`config.mk`:
```
export PLATFORM = sky130hd
export DESIGN_NAME = sevenseg_scan_ctrl
export DESIGN_NICKNAME = d
export VERILOG_FILES = /design/src/rtl/sevenseg_pkg.sv /design/src/rtl/seg_frame_buf.sv /design/src/rtl/sevenseg_scan_ctrl.sv
export SDC_FILE = /design/constraint.sdc
export NUM_CORES = 1
export LEC_CHECK = 0
export ABC_AREA = 0
export BUFFER_PORTS_ARGS = -buffer_cell sky130_fd_sc_hd__buf_2
export CAP_MARGIN = 20
export CORE_MARGIN = 5
export CORE_UTILIZATION = 35
export DETAILED_ROUTE_END_ITERATION = 8
export PLACE_DENSITY = 0.52
export REMOVE_ABC_BUFFERS = 1
export SLEW_MARGIN = 10
export SYNTH_ARGS = -nofsm -noshare
export SYNTH_HDL_FRONTEND = slang
export SYNTH_HIERARCHICAL = 1
export SYNTH_SLANG_ARGS = --single-unit
export TNS_END_PERCENT = 1
```
`constraint.sdc`:
```
create_clock -name clk -period 4.55 [get_ports clk]
set_input_delay 0.6825 -clock clk [delete_from_list [all_inputs] [get_ports clk]]
set_output_delay 0.6825 -clock clk [all_outputs]
set_load 0.01 [all_outputs]
```
`src/rtl/sevenseg_pkg.sv`:
```
// Shared definitions for the seven-segment display blocks: scan state encoding,
// the blank pattern and active-high hex glyphs ordered {dp,g,f,e,d,c,b,a}.
package sevenseg_pkg;

    localparam logic [7:0] SEG_OFF = 8'h00;

    typedef enum logic {
        ST_BLANK = 1'b0,
        ST_DRIVE = 1'b1
    } scan_state_t;

    function automatic logic [7:0] hex_to_seg(input logic [3:0] value);
        logic [7:0] pat;
        pat = SEG_OFF;
        case (value)
            4'h0: pat = 8'h3F;
            4'h1: pat = 8'h06;
            4'h2: pat = 8'h5B;
            4'h3: pat = 8'h4F;
            4'h4: pat = 8'h66;
            4'h5: pat = 8'h6D;
            4'h6: pat = 8'h7D;
            4'h7: pat = 8'h07;
            4'h8: pat = 8'h7F;
            4'h9: pat = 8'h6F;
            4'hA: pat = 8'h77;
            4'hB: pat = 8'h7C;
            4'hC: pat = 8'h39;
            4'hD: pat = 8'h5E;
            4'hE: pat = 8'h79;
            4'hF: pat = 8'h71;
            default: pat = SEG_OFF;
        endcase
        return pat;
    endfunction

endpackage

```
`src/rtl/seg_frame_buf.sv`:
```
// Double-buffered digit patterns and enable mask: writes land in the shadow copy,
// and the active copy seen by the scanner only changes on a commit.
module seg_frame_buf
    import sevenseg_pkg::*;
#(
    parameter int N_DIGITS = 4,
    localparam int AW = $clog2(N_DIGITS)
) (
    input  logic                     clk,
    input  logic                     rst,
    input  logic                     wr_en,
    input  logic [AW-1:0]            wr_addr,
    input  logic [7:0]               wr_data,
    input  logic                     mask_wr,
    input  logic [N_DIGITS-1:0]      mask_data,
    input  logic                     commit,
    output logic [N_DIGITS-1:0][7:0] active_pat,
    output logic [N_DIGITS-1:0]      active_mask
);

    logic [N_DIGITS-1:0][7:0] shadow_pat;
    logic [N_DIGITS-1:0]      shadow_mask;

    // Commit copies the shadow as it stood before this edge's write.
    always_ff @(posedge clk) begin
        if (rst) begin
            shadow_pat  <= {N_DIGITS{SEG_OFF}};
            active_pat  <= {N_DIGITS{SEG_OFF}};
            shadow_mask <= '1;
            active_mask <= '1;
        end else begin
            if (commit) begin
                active_pat  <= shadow_pat;
                active_mask <= shadow_mask;
            end
            for (int i = 0; i < N_DIGITS; i++) begin
                if (wr_en && (wr_addr == AW'(i))) begin
                    shadow_pat[i] <= wr_data;
                end
            end
            if (mask_wr) begin
                shadow_mask <= mask_data;
            end
        end
    end

endmodule

```
`src/rtl/sevenseg_scan_ctrl.sv`:
```
// Multiplexed scan controller for a common-anode seven-segment display.
//   state    | meaning
//   ST_BLANK | all anodes off, anti-ghosting gap before the next digit
//   ST_DRIVE | current digit's anode on (if enabled) with its pattern
module sevenseg_scan_ctrl
    import sevenseg_pkg::*;
#(
    parameter int N_DIGITS       = 4,
    parameter int DWELL_CYCLES   = 1024,
    parameter int BLANK_CYCLES   = 16,
    parameter bit SEG_ACTIVE_LOW = 1'b1,
    localparam int AW = $clog2(N_DIGITS)
) (
    input  logic                clk,
    input  logic                rst,
    input  logic                wr_en,
    input  logic [AW-1:0]       wr_addr,
    input  logic [7:0]          wr_data,
    input  logic                mask_wr,
    input  logic [N_DIGITS-1:0] mask_data,
    output logic [7:0]          seg_out,
    output logic [N_DIGITS-1:0] an_out,
    output logic [AW-1:0]       digit_idx,
    output logic                frame_tick
);

    localparam int MAXC = (DWELL_CYCLES > BLANK_CYCLES) ? DWELL_CYCLES : BLANK_CYCLES;
    localparam int CW   = (MAXC > 1) ? $clog2(MAXC) : 1;
    localparam logic [CW-1:0] BLANK_LAST = CW'(BLANK_CYCLES - 1);
    localparam logic [CW-1:0] DWELL_LAST = CW'(DWELL_CYCLES - 1);
    localparam logic [AW-1:0] IDX_LAST   = AW'(N_DIGITS - 1);
    localparam logic [7:0]    SEG_IDLE   = SEG_ACTIVE_LOW ? ~SEG_OFF : SEG_OFF;

    scan_state_t              state, state_nxt;
    logic [CW-1:0]            cnt, cnt_nxt;
    logic [AW-1:0]            idx_nxt;
    logic                     wrap;
    logic [N_DIGITS-1:0]      an_nxt;
    logic [7:0]               seg_nxt;
    logic [N_DIGITS-1:0][7:0] active_pat;
    logic [N_DIGITS-1:0]      active_mask;

    seg_frame_buf #(.N_DIGITS(N_DIGITS)) u_frame_buf (
        .clk         (clk),
        .rst         (rst),
        .wr_en       (wr_en),
        .wr_addr     (wr_addr),
        .wr_data     (wr_data),
        .mask_wr     (mask_wr),
        .mask_data   (mask_data),
        .commit      (wrap),
        .active_pat  (active_pat),
        .active_mask (active_mask)
    );

    always_ff @(posedge clk) begin
        if (rst) begin
            state      <= ST_BLANK;
            cnt        <= '0;
            digit_idx  <= '0;
            an_out     <= '1;
            seg_out    <= SEG_IDLE;
            frame_tick <= 1'b0;
        end else begin
            state      <= state_nxt;
            cnt        <= cnt_nxt;
            digit_idx  <= idx_nxt;
            an_out     <= an_nxt;
            seg_out    <= SEG_ACTIVE_LOW ? ~seg_nxt : seg_nxt;
            frame_tick <= wrap;
        end
    end

    // Outputs are decoded from the next state so they change on the same edge as state.
    always_comb begin
        state_nxt = state;
        cnt_nxt   = cnt + 1'b1;
        idx_nxt   = digit_idx;
        wrap      = 1'b0;
        an_nxt    = '1;
        seg_nxt   = SEG_OFF;
        case (state)
            ST_BLANK: begin
                if (cnt == BLANK_LAST) begin
                    state_nxt = ST_DRIVE;
                    cnt_nxt   = '0;
                end
            end
            ST_DRIVE: begin
                if (cnt == DWELL_LAST) begin
                    state_nxt = ST_BLANK;
                    cnt_nxt   = '0;
                    if (digit_idx == IDX_LAST) begin
                        idx_nxt = '0;
                        wrap    = 1'b1;
                    end else begin
                        idx_nxt = digit_idx + 1'b1;
                    end
                end
            end
            default: begin
                state_nxt = ST_BLANK;
                cnt_nxt   = '0;
            end
        endcase
        if ((state_nxt == ST_DRIVE) && active_mask[digit_idx]) begin
            an_nxt[digit_idx] = 1'b0;
            seg_nxt           = active_pat[digit_idx];
        end
    end

endmodule

```
## Word-level counts from Yosys, hierarchy flattened

Cells that the tools add are included.

- Input bits: 18
- Output and inout port bits: 15
- Flip-flop bits (word level): 98

- $add $sub $neg: 2
- Bitwise operators: 4
- $lt $le $gt $ge: 2
- Equal/unequal tests: 6
- Muxes and demuxes: 17
- Reduce and logical (&&, ||, !) cells: 9

Operators with widths:

| kind | number |
|---|---|
| $mux 10 | 2 |
| $pmux 10 s2 | 1 |
| $bmux 8 s2 | 1 |
| $mux 8 | 2 |
| $add 10x1->10 const B | 1 |
| $eq 10x10->1 const B | 1 |
| $eq 10x4->1 const B | 1 |
| $not 8->8 | 1 |
| $mux 1 | 7 |
| $eq 2x2->1 const B | 3 |
| $logic_and 1x1->1 | 6 |
| $not 4->4 | 1 |
| $lt 2x3->1 const B | 1 |
| $add 2x1->2 const B | 1 |
| $bmux 1 s2 | 1 |
| $demux 1 s2 | 1 |
| $eq 2x1->1 const B | 1 |
| $ge 2x1->1 const B | 1 |
| $logic_not 2->1 | 1 |
| $mux 2 | 1 |
| $not 1->1 | 2 |
| $pmux 1 s2 | 1 |
| $reduce_and 2->1 | 1 |
| $reduce_or 2->1 | 1 |

## Depth between registers and ports, before layout

Gate-level depths: netlist (run 1).

- Depth after elaboration: 6
- Gate-level depth with buffers: 7
- Gate-level depth less buffers: 5

## Hierarchy

The synthesis (run 1) kept the hierarchy.

By module, submodules not included:

| module | cells an instance | instances | area an instance (µm²) |
|---|---|---|---|
| seg_frame_buf | 244 | 1 | 2,795.2 |
| sevenseg_scan_ctrl | 114 | 1 | 1,288.7 |

## Least setup slack after synthesis (run 1)

OpenSTA, ideal clock, no wires.

- Path type: reg2reg
- From: register cnt[0]
- To: register u_frame_buf/active_pat[0] (netlist name)
- Stages on the path, launching flop included: 8
- Period minus slack after synthesis: 1,662 ps
- Required time: 4,433 ps
- Path slack: 2,888 ps
- Arrival time: 1,545 ps
- Cell sequence: dfxtp_1 > ha_1 > and4_1 > and4_1 > buf_6 > buf_12 > mux2i_1 > nor2_1

- Longest elaborated chain between the ends: 3

Ends and longest elaborated chain:

| element | RTL line | RTL |
|---|---|---|
| from (decl) | sevenseg_scan_ctrl.sv:35 | `logic [CW-1:0] cnt, cnt_nxt;` |
| from (signal assigned) | sevenseg_scan_ctrl.sv:66 | `cnt <= cnt_nxt;` |
| $eq 10x10->1 | sevenseg_scan_ctrl.sv:90 | `if (cnt == DWELL_LAST) begin` |
| $mux 1 | sevenseg_scan_ctrl.sv:90 |  |
| $mux 1 | sevenseg_scan_ctrl.sv:82 | `case (state)` |
| net wrap | sevenseg_scan_ctrl.sv:37 | `logic wrap;` |
| to (signal assigned) | seg_frame_buf.sv:28 | `active_pat <= {N_DIGITS{SEG_OFF}};` |
| to (signal assigned) | seg_frame_buf.sv:33 | `active_pat <= shadow_pat;` |
| to (decl) | seg_frame_buf.sv:17 | `output logic [N_DIGITS-1:0][7:0] active_pat,` |

The timed path passes the listed nets, and every way through them passes these cells.
A chain may end at the register's enable or synchronous reset.

## Worst setup path after layout (run 1)

- From: register cnt[0]
- To: register u_frame_buf/active_pat[21] (netlist name)

The elaborated chain is that of the path after synthesis.

==> impl_metrics.env, run 1 <==
export IMPL_grt_max_degree=94
export IMPL_cpPeakStageDelay_ns=0.55
export IMPL_portBuffers=32
export IMPL_register_area_um2=1962
export IMPL_vias=2586
export IMPL_dp_cells=516
export IMPL_crit_path_end_kind="register"
export IMPL_track_usage_pct=11.69
export IMPL_placed_area_um2=4295
export IMPL_first_pass_iters=4
export IMPL_rows=39
export IMPL_fin_area_um2=4614
export IMPL_met3RoutedLength_um=276
export IMPL_yosys_warnings=6
export IMPL_area_delta_synth_final_pct=12.99
export IMPL_nNetsFinal=407
export IMPL_cap_viol_max_count=0
export IMPL_synth_top_area_cell="dfxtp_1"
export IMPL_skew_ns=0.006854
export IMPL_hold_class="reg -> reg"
export IMPL_cts_sinks=98
export IMPL_grt_remaining_overflow=0
export IMPL_wl_met2_um=3609
export IMPL_cp_slowest_cell="and4_2"
export IMPL_yosys_area_top_type_share_pct=48.04
export IMPL_antennaDiodeCount=0
export IMPL_ant_nets=0
export IMPL_path_delay_family="simple AND/OR/NAND/NOR gates"
export IMPL_htreeDepth=3
export IMPL_hold_viol_final=0
export IMPL_cellPowerDensity_nw_per_um2=378.4
export IMPL_postCtsSetupBuffers=0
export IMPL_timing_final_crit_share_pct=50.68
export IMPL_worst_pin_slew_ns=1.102
export IMPL_wl_um=7908
export IMPL_avgSynthCellArea_um2=11.41
export IMPL_antenna_found_initial=0
export IMPL_root_buffer="clkbuf_16"
export IMPL_layout_setup_ws_ns=2.244
export IMPL_cts_buffers=9
export IMPL_initial_utilization_pct=35.77
export IMPL_syn_area_um2=4084
export IMPL_crit_path_cell_trace="ha_1 -> and4_1 -> and4_2 -> buf_4 -> mux2i_1 -> nor2_1"
export IMPL_vias_per_cell=4.861
export IMPL_slew_viol_final=0
export IMPL_utilization_pct=40.41
export IMPL_ioPinCount=33
export IMPL_arrival_ns=2.50
export IMPL_dpl_hpwl_um=4967
export IMPL_routed_top_layer="met4"
export IMPL_cp_required_ns=4.75
export IMPL_die_y_um=118.0
export IMPL_synthCells=358
export IMPL_outcome="finished, final reports clean"
export IMPL_clkTransAtPathRegs_ns=0.06
export IMPL_async_flop_share_pct=0
export IMPL_timing_critical_path_buf_inv=1
export IMPL_synth_seq_cells=98
export IMPL_synthFlopType="dfxtp_1"
export IMPL_vdd_drop_max_v=0.0001737
export IMPL_power_leakage_nw=1.721
export IMPL_clockBufferDepth=2
export IMPL_post_layout_nonfiller_instances=532
export IMPL_grt_pass1_wl_um=13030
export IMPL_cts_tree="yes"
export IMPL_drt_iter0_drc=108
export IMPL_drc=0
export IMPL_clkLatencyLatePin_ns=0.34
export IMPL_synthTopCellsByArea="dfxtp_1 48%, mux2i_1 16%, nand2b_1 5.5%, mux4_2 5.0%, nor2_1 3.0%"
export IMPL_cp_start_kind="register"
export IMPL_synth_seq_area_share_pct=48.04
export IMPL_fp_coreArea_um2=11420
export IMPL_cts_hold_buf=0
export IMPL_critical_path_class="reg -> reg"
export IMPL_grt_pass1_vias=2671
export IMPL_multi_input_area_um2=1946
export IMPL_rsz0062_at_grt="false"
export IMPL_fmax_mhz=433.7
export IMPL_post_route_min_period_ns=2.306
export IMPL_ys_types=42
export IMPL_drive_above_1_share_pct=20.31
export IMPL_avgRoutedWirePerCell_um=14.86
export IMPL_fin_tns_setup_ns=0
export IMPL_routedLengthMet1_um=3855
export IMPL_cts_resized=0
export IMPL_nFillCells=1135
export IMPL_dieArea_um2=13930
export IMPL_relSlewSlack_pct=26.19
export IMPL_die_w_um=118.0
export IMPL_synth_edf_count=0
export IMPL_finalSetupViolCount=0
export IMPL_cp_max_fo=23
export IMPL_gp_congestion=0.7178
export IMPL_pre_cts_slack_ns=2.228
[synth_stat cells, types with 3 or more instances]
master	instances
buf_4	3
nor2_1	33
a2111oi_0	3
or3_1	3
and2b_4	3
nand2b_1	36
nand3_1	17
nand2_1	3
buf_2	7
and4_1	3
a211o_1	8
ha_1	5
nor2b_1	7
buf_12	3
o21ai_0	3
o31ai_1	4
nand2b_4	5
nand4_1	4
dfxtp_1	98
inv_1	3
mux2i_1	64
mux4_2	9
nor4_1	4
clkbuf_1	6
[worst paths after layout]
check	startpoint	slack, ns	depth (start not counted)	endpoint
worst max-delay path	cnt[0]	2.24	6	u_frame_buf/active_pat[21]
worst max register to register	cnt[0]	2.24	6	u_frame_buf/active_pat[21]
worst min-delay path	u_frame_buf/shadow_mask[3]	0.46	1	u_frame_buf/active_mask[3]
worst min register to register	u_frame_buf/shadow_mask[3]	0.46	1	u_frame_buf/active_mask[3]
[where the power goes]
part / internal, mW / switching [mW] / leakage (nW)
combinational: 0.0305 / 0.0353 / 0.776
clock: 0.480 / 0.319 / 0.151
sequential: 0.872 / 0.00858 / 0.794
total: 1.38 / 0.363 / 1.72
[area by class of cell]
class / instances / share of cell area (%)
clock buffers: 9 / 4.881
clock inverters: 7 / 2.034
inverters: 3 / 0.2440
multi-input cells: 235 / 42.16
flip-flops and latches: 98 / 42.52
well taps: 143 / 3.877
repair buffers: 37 / 4.284
[registers in the layout (all words and copies together) (netlist names)]
signal                   flops
seg_out                      8
frame_tick                   1
an_out                       4
state                        1
u_frame_buf/active_pat      32
digit_idx                    2
u_frame_buf/active_mask      4
u_frame_buf/shadow_mask      4
u_frame_buf/shadow_pat      32
cnt                         10
[through the flow]
stage / hold slack (ns) / power (mW)
finish: 0.4569 / 1.746
global route: 0.4886 / 1.810
CTS: 0.4657 / 1.773
detailed placement: 0.4473 / 0.9672
global placement: 0.4509 / 0.9665
floorplan: 0.4273 / 0.9341
[worst reg2reg max path, cell delays in order, from the launching register on]
cell	delay (ns)
dfxtp_1	0.37
ha_1	0.23
and4_1	0.24
and4_2	0.55
buf_4	0.47
mux2i_1	0.25
nor2_1	0.06
[cell usage in the layout (no fill, tap or decap), types with 2 or more instances in the layout]
cell type,n
a2111oi_0,3
a2111oi_2,2
a211o_1,8
a21oi_1,2
and2b_4,3
and4_1,2
buf_2,32
buf_4,5
bufinv_16,2
clkbuf_16,9
clkinv_2,2
clkinvlp_4,2
dfxtp_1,98
ha_1,5
inv_1,3
mux2i_1,64
mux4_2,9
nand2_1,3
nand2b_1,36
nand2b_4,5
nand3_1,17
nand3b_1,2
nand4_1,4
nor2_1,33
nor2b_1,7
nor4_1,4
o21ai_0,3
o31ai_1,4
or3_1,3
or4_1,2
xor2_1,2
[cells by family (layout without fill, tap and decap cells)]
family | count (synthesis) | count (layout) | synth area share, %
simple gates | 130 | 130 | 19.45
compound gates | 24 | 24 | 5.331
mux | 73 | 73 | 20.65
flops | 98 | 98 | 48.04
xor+xnor | 3 | 3 | 0.6435
fa+ha+maj | 5 | 5 | 1.532
buf+inv | 25 | 56 | 4.350
[per-layer routing]
layer | GRT usage [%] | up-vias
li1 | - | 1325
met1 | 14.94 | 1211
met2 | 18.10 | 37
met3 | 3.652 | 13
met4 | 5.090 | 0
met5 | 0 | -
Power figures use the tool's default switching activity.
==> inputs of run 2 (changes only) <==
--- a/config.mk
+++ b/config.mk
@@ -11,7 +11,7 @@
 export CORE_MARGIN = 5
 export CORE_UTILIZATION = 35
 export DETAILED_ROUTE_END_ITERATION = 8
-export PLACE_DENSITY = 0.52
+export PLACE_DENSITY = 0.54
 export REMOVE_ABC_BUFFERS = 1
 export SLEW_MARGIN = 10
 export SYNTH_ARGS = -nofsm -noshare
==> constraint.sdc (replaced) <==
create_clock -name clk -period 1.9 [get_ports clk]
set_input_delay 0.285 -clock clk [delete_from_list [all_inputs] [get_ports clk]]
set_output_delay 0.285 -clock clk [all_outputs]
set_load 0.01 [all_outputs]
==> impl_metrics.env, run 2 (same netlist as run 1, synthesis figures left out) <==
export IMPL_antennaDiodeCount=0
export IMPL_rr_worst_depth=4
export IMPL_power_leakage_nw=1.835
export IMPL_pwr_share_comb_pct=3.7
export IMPL_hold_path_depth=2
export IMPL_fin_tns_setup_ns=0
export IMPL_track_usage_pct=12.51
export IMPL_htreeDepth=3
export IMPL_cp_max_fo=6
export IMPL_cts_tree="yes"
export IMPL_p_clk_share_pct=48.6
export IMPL_hold_class="in -> reg"
export IMPL_fmax_mhz=578.0
export IMPL_vias_per_cell=4.967
export IMPL_power_total_mw=4.422
export IMPL_clkLatencyLatePin_ns=0.34
export IMPL_cpPeakStageDelay_ns=0.58
export IMPL_register_area_um2=1962
export IMPL_intPower_mw=3.508
export IMPL_grt_pass1_vias=2707
export IMPL_grt_pass1_wl_um=14130
export IMPL_path_delay_family="simple AND/OR/NAND/NOR gates"
export IMPL_fp_coreArea_um2=11420
export IMPL_cp_required_ns=2.12
export IMPL_drc=0
export IMPL_layout_common_cells="98 x dfxtp_1, 64 x mux2i_1, 36 x nand2b_1"
export IMPL_cellPowerDensity_nw_per_um2=918.6
export IMPL_antenna_found_initial=0
export IMPL_gp_congestion=0.7624
export IMPL_seqPwrFrac_pct=47.7
export IMPL_area_delta_synth_final_pct=17.86
export IMPL_cp_slowest_cell="or4_4"
export IMPL_nNetsFinal=423
export IMPL_die_w_um=118.0
export IMPL_wl_met2_um=3782
export IMPL_hold_viol_final=0
export IMPL_routedLengthMet1_um=4254
export IMPL_nFillCells=1121
export IMPL_dieArea_um2=13930
export IMPL_cp_num_cells=4
export IMPL_ioPinCount=33
export IMPL_postCtsSetupBuffers=0
export IMPL_r2r_start="cnt[5]"
export IMPL_clkTransAtPathRegs_ns=0.07
export IMPL_portBuffers=32
export IMPL_initial_utilization_pct=35.77
export IMPL_cts_sinks=98
export IMPL_crit_path_cell_trace="or4_4 -> nor4_4 -> buf_4 -> nor4b_1"
export IMPL_die_y_um=118.0
export IMPL_crit_start="cnt[5]"
export IMPL_hold_path_startpoint="mask_data[2]"
export IMPL_first_pass_iters=4
export IMPL_arrival_ns=1.95
export IMPL_timing_critical_path_buf_inv=1
export IMPL_critical_path_class="reg -> reg"
export IMPL_dpl_hpwl_um=5649
export IMPL_clockBufferDepth=2
export IMPL_vdd_drop_max_v=0.0005816
export IMPL_cap_viol_max_count=0
export IMPL_wl_um=8322
export IMPL_skew_ns=0.009406
export IMPL_timing_final_crit_share_pct=91.07
export IMPL_relSlewSlack_pct=71.06
export IMPL_vias=2722
export IMPL_drt_iter0_drc=147
export IMPL_met3RoutedLength_um=214
export IMPL_cts_buffers=9
export IMPL_ant_nets=0
export IMPL_grt_remaining_overflow=0
export IMPL_routed_top_layer="met4"
export IMPL_p_sw_share_pct=20.66
export IMPL_cp_start_kind="register"
export IMPL_reg_top3="u_frame_buf/active_pat: 32 flops, u_frame_buf/shadow_pat: 32 flops, cnt: 10 flops"
export IMPL_outcome="finished, final reports clean"
export IMPL_rows=39
export IMPL_drive_above_1_share_pct=24.20
export IMPL_final_common_cell="dfxtp_1"
export IMPL_power_switching_uw=913.6
export IMPL_multi_input_area_um2=1961
export IMPL_finalSetupViolCount=0
export IMPL_post_route_min_period_ns=1.730
export IMPL_grt_max_degree=46
export IMPL_rsz0062_at_grt="false"
export IMPL_worst_pin_slew_ns=0.4309
export IMPL_root_buffer="clkbuf_16"
export IMPL_avgRoutedWirePerCell_um=15.19
export IMPL_slew_viol_final=0
export IMPL_crit_path_end_kind="register"
run 2: metal layers:
metal  up-vias  GRT usage, %
li1       1360             -
met1      1329         17.29
met2        28         19.17
met3         5         3.796
met4         0         3.011
met5         -             0
run 2: power by group through the flow:
stage / Sequential [mW] / Clock (mW) / Combinational [mW]
after floorplan: 2.15 / 0 / 0.0865
after global placement: 2.16 / 0 / 0.164
after detailed placement: 2.16 / 0 / 0.167
after CTS: 2.11 / 2.20 / 0.168
after global routing: 2.11 / 2.30 / 0.181
final: 2.11 / 2.15 / 0.166
run 2: path summary, 6_finish.rpt:
check | to | slack [ns]
setup / recovery | cnt[1] | 0.17
hold / removal | u_frame_buf/shadow_mask[2] | 0.14
setup reg to reg | cnt[1] | 0.17
hold reg to reg | u_frame_buf/active_mask[2] | 0.47
run 2: stage by stage:
step                setup WS (ns)  hold WS [ns]  cells  cell area [um2]  utilization (%)
detailed placement       -0.01695        0.4526    532             4441            38.89
floorplan                  -1.054        0.3541    336             3918                -
CTS                        0.1226        0.1318    548             4800            42.03
global route              0.03266        0.1394    548             4813            42.15
global placement          0.01500        0.4511    532             4441            38.89
finish                     0.1697        0.1442    548             4813            42.15
run 2: layout make-up:
| type | instances | area share [%] |
|---|---|---|
| clock buffer | 10 | 4.965 |
| tap | 143 | 3.717 |
| inverter | 3 | 0.2339 |
| clock inverter | 6 | 2.469 |
| sequential | 98 | 40.76 |
| multi-input combinational | 235 | 40.73 |
| timing repair buffer | 53 | 7.122 |
run 2: timing repair:
item | 4_1_cts | 5_1_grt
gates resized for setup | 1 | 5
hold buffers | 0 | 0
setup endpoints to repair | 1 | 4
run 2: worst register-to-register path: cells and delay by family, from the launching register on:
family | cells | cell delay, ns
buffers and inverters | 1 | 0.23
flip-flops | 1 | 0.33
AND/OR/NAND/NOR | 3 | 1.05
==> inputs of run 3 (changes only) <==
--- a/config.mk
+++ b/config.mk
@@ -11,7 +11,7 @@
 export CORE_MARGIN = 5
 export CORE_UTILIZATION = 35
 export DETAILED_ROUTE_END_ITERATION = 8
-export PLACE_DENSITY = 0.54
+export PLACE_DENSITY_LB_ADDON = 0.2
 export REMOVE_ABC_BUFFERS = 1
 export SLEW_MARGIN = 10
 export SYNTH_ARGS = -nofsm -noshare
==> impl_metrics.env, run 3 (same netlist as run 1, synthesis figures left out) <==
export IMPL_outcome="finished, final reports clean"
export IMPL_vias=2660
export IMPL_dp_cells=531
export IMPL_cp_max_fo=18
export IMPL_grt_pass1_vias=2759
export IMPL_grt_remaining_overflow=0
export IMPL_hold_path_depth=2
export IMPL_die_y_um=118.0
export IMPL_min_delay_worst_endpoint="u_frame_buf/shadow_mask[1]"
export IMPL_cp_required_ns=2.12
export IMPL_grt_pass1_wl_um=14450
export IMPL_ant_nets=0
export IMPL_rsz0062_at_grt="false"
export IMPL_post_route_min_period_ns=1.745
export IMPL_cpPeakStageDelay_ns=0.39
export IMPL_drc=0
export IMPL_layout_setup_ws_ns=0.1553
export IMPL_pre_cts_slack_ns=-0.002721
export IMPL_power_total_mw=4.378
export IMPL_avgRoutedWirePerCell_um=15.22
export IMPL_post_layout_nonfiller_instances=546
export IMPL_cts_tree="yes"
export IMPL_hold_path_startpoint="mask_data[1]"
export IMPL_rr_worst_depth=6
export IMPL_slew_viol_final=0
export IMPL_layout_common_cells="98 x dfxtp_1, 64 x mux2i_1, 36 x nand2b_1"
export IMPL_relSlewSlack_pct=75.39
export IMPL_nNetsFinal=422
export IMPL_root_buffer="clkbuf_16"
export IMPL_wl_um=8310
export IMPL_fin_tns_setup_ns=0
export IMPL_arrival_ns=1.96
export IMPL_portBuffers=32
export IMPL_nFillCells=1124
export IMPL_clkTransAtPathRegs_ns=0.06
export IMPL_fp_coreArea_um2=11420
export IMPL_r2r_setup_slack_ns=0.16
export IMPL_antenna_found_initial=0
export IMPL_path_delay_family="simple AND/OR/NAND/NOR gates"
export IMPL_fmax_mhz=573.2
export IMPL_drive_above_1_share_pct=23.33
export IMPL_postCtsSetupBuffers=0
export IMPL_grt_max_degree=79
export IMPL_cp_start_kind="register"
export IMPL_final_common_cell="dfxtp_1"
export IMPL_cts_sinks=98
export IMPL_worst_pin_slew_ns=0.3681
export IMPL_power_leakage_nw=1.826
export IMPL_timing_final_crit_share_pct=91.82
export IMPL_critical_path_class="reg -> reg"
export IMPL_cts_buffers=9
export IMPL_crit_path_cell_trace="ha_1 -> and4_1 -> and4_2 -> buf_12 -> mux2i_1 -> nor2_1"
export IMPL_initial_utilization_pct=35.77
export IMPL_area_delta_synth_final_pct=17.37
export IMPL_utilization_pct=41.98
export IMPL_dpl_hpwl_um=5397
export IMPL_cap_viol_max_count=0
export IMPL_dieArea_um2=13930
export IMPL_crit_path_end_kind="register"
export IMPL_htreeDepth=3
export IMPL_cellPowerDensity_nw_per_um2=913.3
export IMPL_timing_critical_path_buf_inv=1
export IMPL_ioPinCount=33
export IMPL_drt_iter0_drc=142
export IMPL_cp_slowest_cell="and4_2"
export IMPL_hold_viol_final=0
export IMPL_vias_per_cell=4.872
export IMPL_clkLatencyLatePin_ns=0.34
export IMPL_worst_r2r_endpoint="u_frame_buf/active_pat[19]"
export IMPL_vdd_drop_max_v=0.0004981
export IMPL_track_usage_pct=12.87
export IMPL_gp_congestion=0.7314
export IMPL_rows=39
export IMPL_finalSetupViolCount=0
export IMPL_skew_ns=0.01045
export IMPL_hold_class="in -> reg"
export IMPL_reg_top3="u_frame_buf/active_pat: 32 flops, u_frame_buf/shadow_pat: 32 flops, cnt: 10 flops"
export IMPL_antennaDiodeCount=0
export IMPL_die_w_um=118.0
export IMPL_first_pass_iters=4
export IMPL_clockBufferDepth=2
export IMPL_r2r_start="cnt[0]"
==> run 3: changes by cell type in the layout (fill, tap and decap cells not counted) <==
cell       previous run  this run
buf_12                2         3
inv_8                 1         0
and4_4                1         0
a2111oi_0             1         3
and4_2                0         1
buf_4                19        17
a2111oi_2             4         2
==> run 3: per-stage QoR <==
step,instance area [um2],hold WS [ns]
after floorplan,3918,0.3541
after global placement,4446,0.4481
after detailed placement,4446,0.4544
after CTS,4793,0.1399
after global routing,4793,0.1514
final,4793,0.1578
==> run 3: worst max-delay path by stage <==
stage	start	end	slack (ns)	cells after the start
after CTS	cnt[4]	seg_out[0]	0.14	4
after global placement	cnt[0]	seg_out[0]	0.02	5
after global routing	cnt[6]	u_frame_buf/active_pat[11]	0.03	5
after floorplan	digit_idx[0]	u_frame_buf/active_mask[3]	-1.05	4
final	cnt[0]	u_frame_buf/active_pat[19]	0.16	6
after detailed placement	cnt[0]	seg_out[0]	-0.003	5
==> run 3: worst reg2reg max path, stage by stage (launching register included) <==
cell     delay (ns)
dfxtp_1        0.37
ha_1           0.17
and4_1         0.21
and4_2         0.39
buf_12         0.23
mux2i_1        0.22
nor2_1         0.06
==> run 3: metal layers <==
layer  wire [um]  up-vias  GRT usage, %
met5           0        -             0
met4         121        0         4.946
met3         286        7         2.979
met2        3879       39         20.44
met1        4023     1262         16.97
li1            -     1352             -
==> run 3: repair_timing <==
item	CTS	global route
gates resized for setup	1	0
endpoints found under the setup margin	1	0
hold buffers	0	0
==> run 3: power breakdown <==
part           internal, mW  switching, mW
logic                0.0797         0.0867
clock network          1.33          0.777
registers              2.09         0.0207
total                  3.49          0.885
==> run 3: cell type report <==
class                           instances  area (um2)  area share, %
Sequential cell                        98        1962          40.93
Multi-Input combinational cell        235        1947          40.62
Timing Repair Buffer                   52       347.8          7.257
Clock buffer                           10       239.0          4.986
Tap cell                              143       178.9          3.733
Clock inverter                          5       107.6          2.245
Inverter                                3       11.26         0.2349
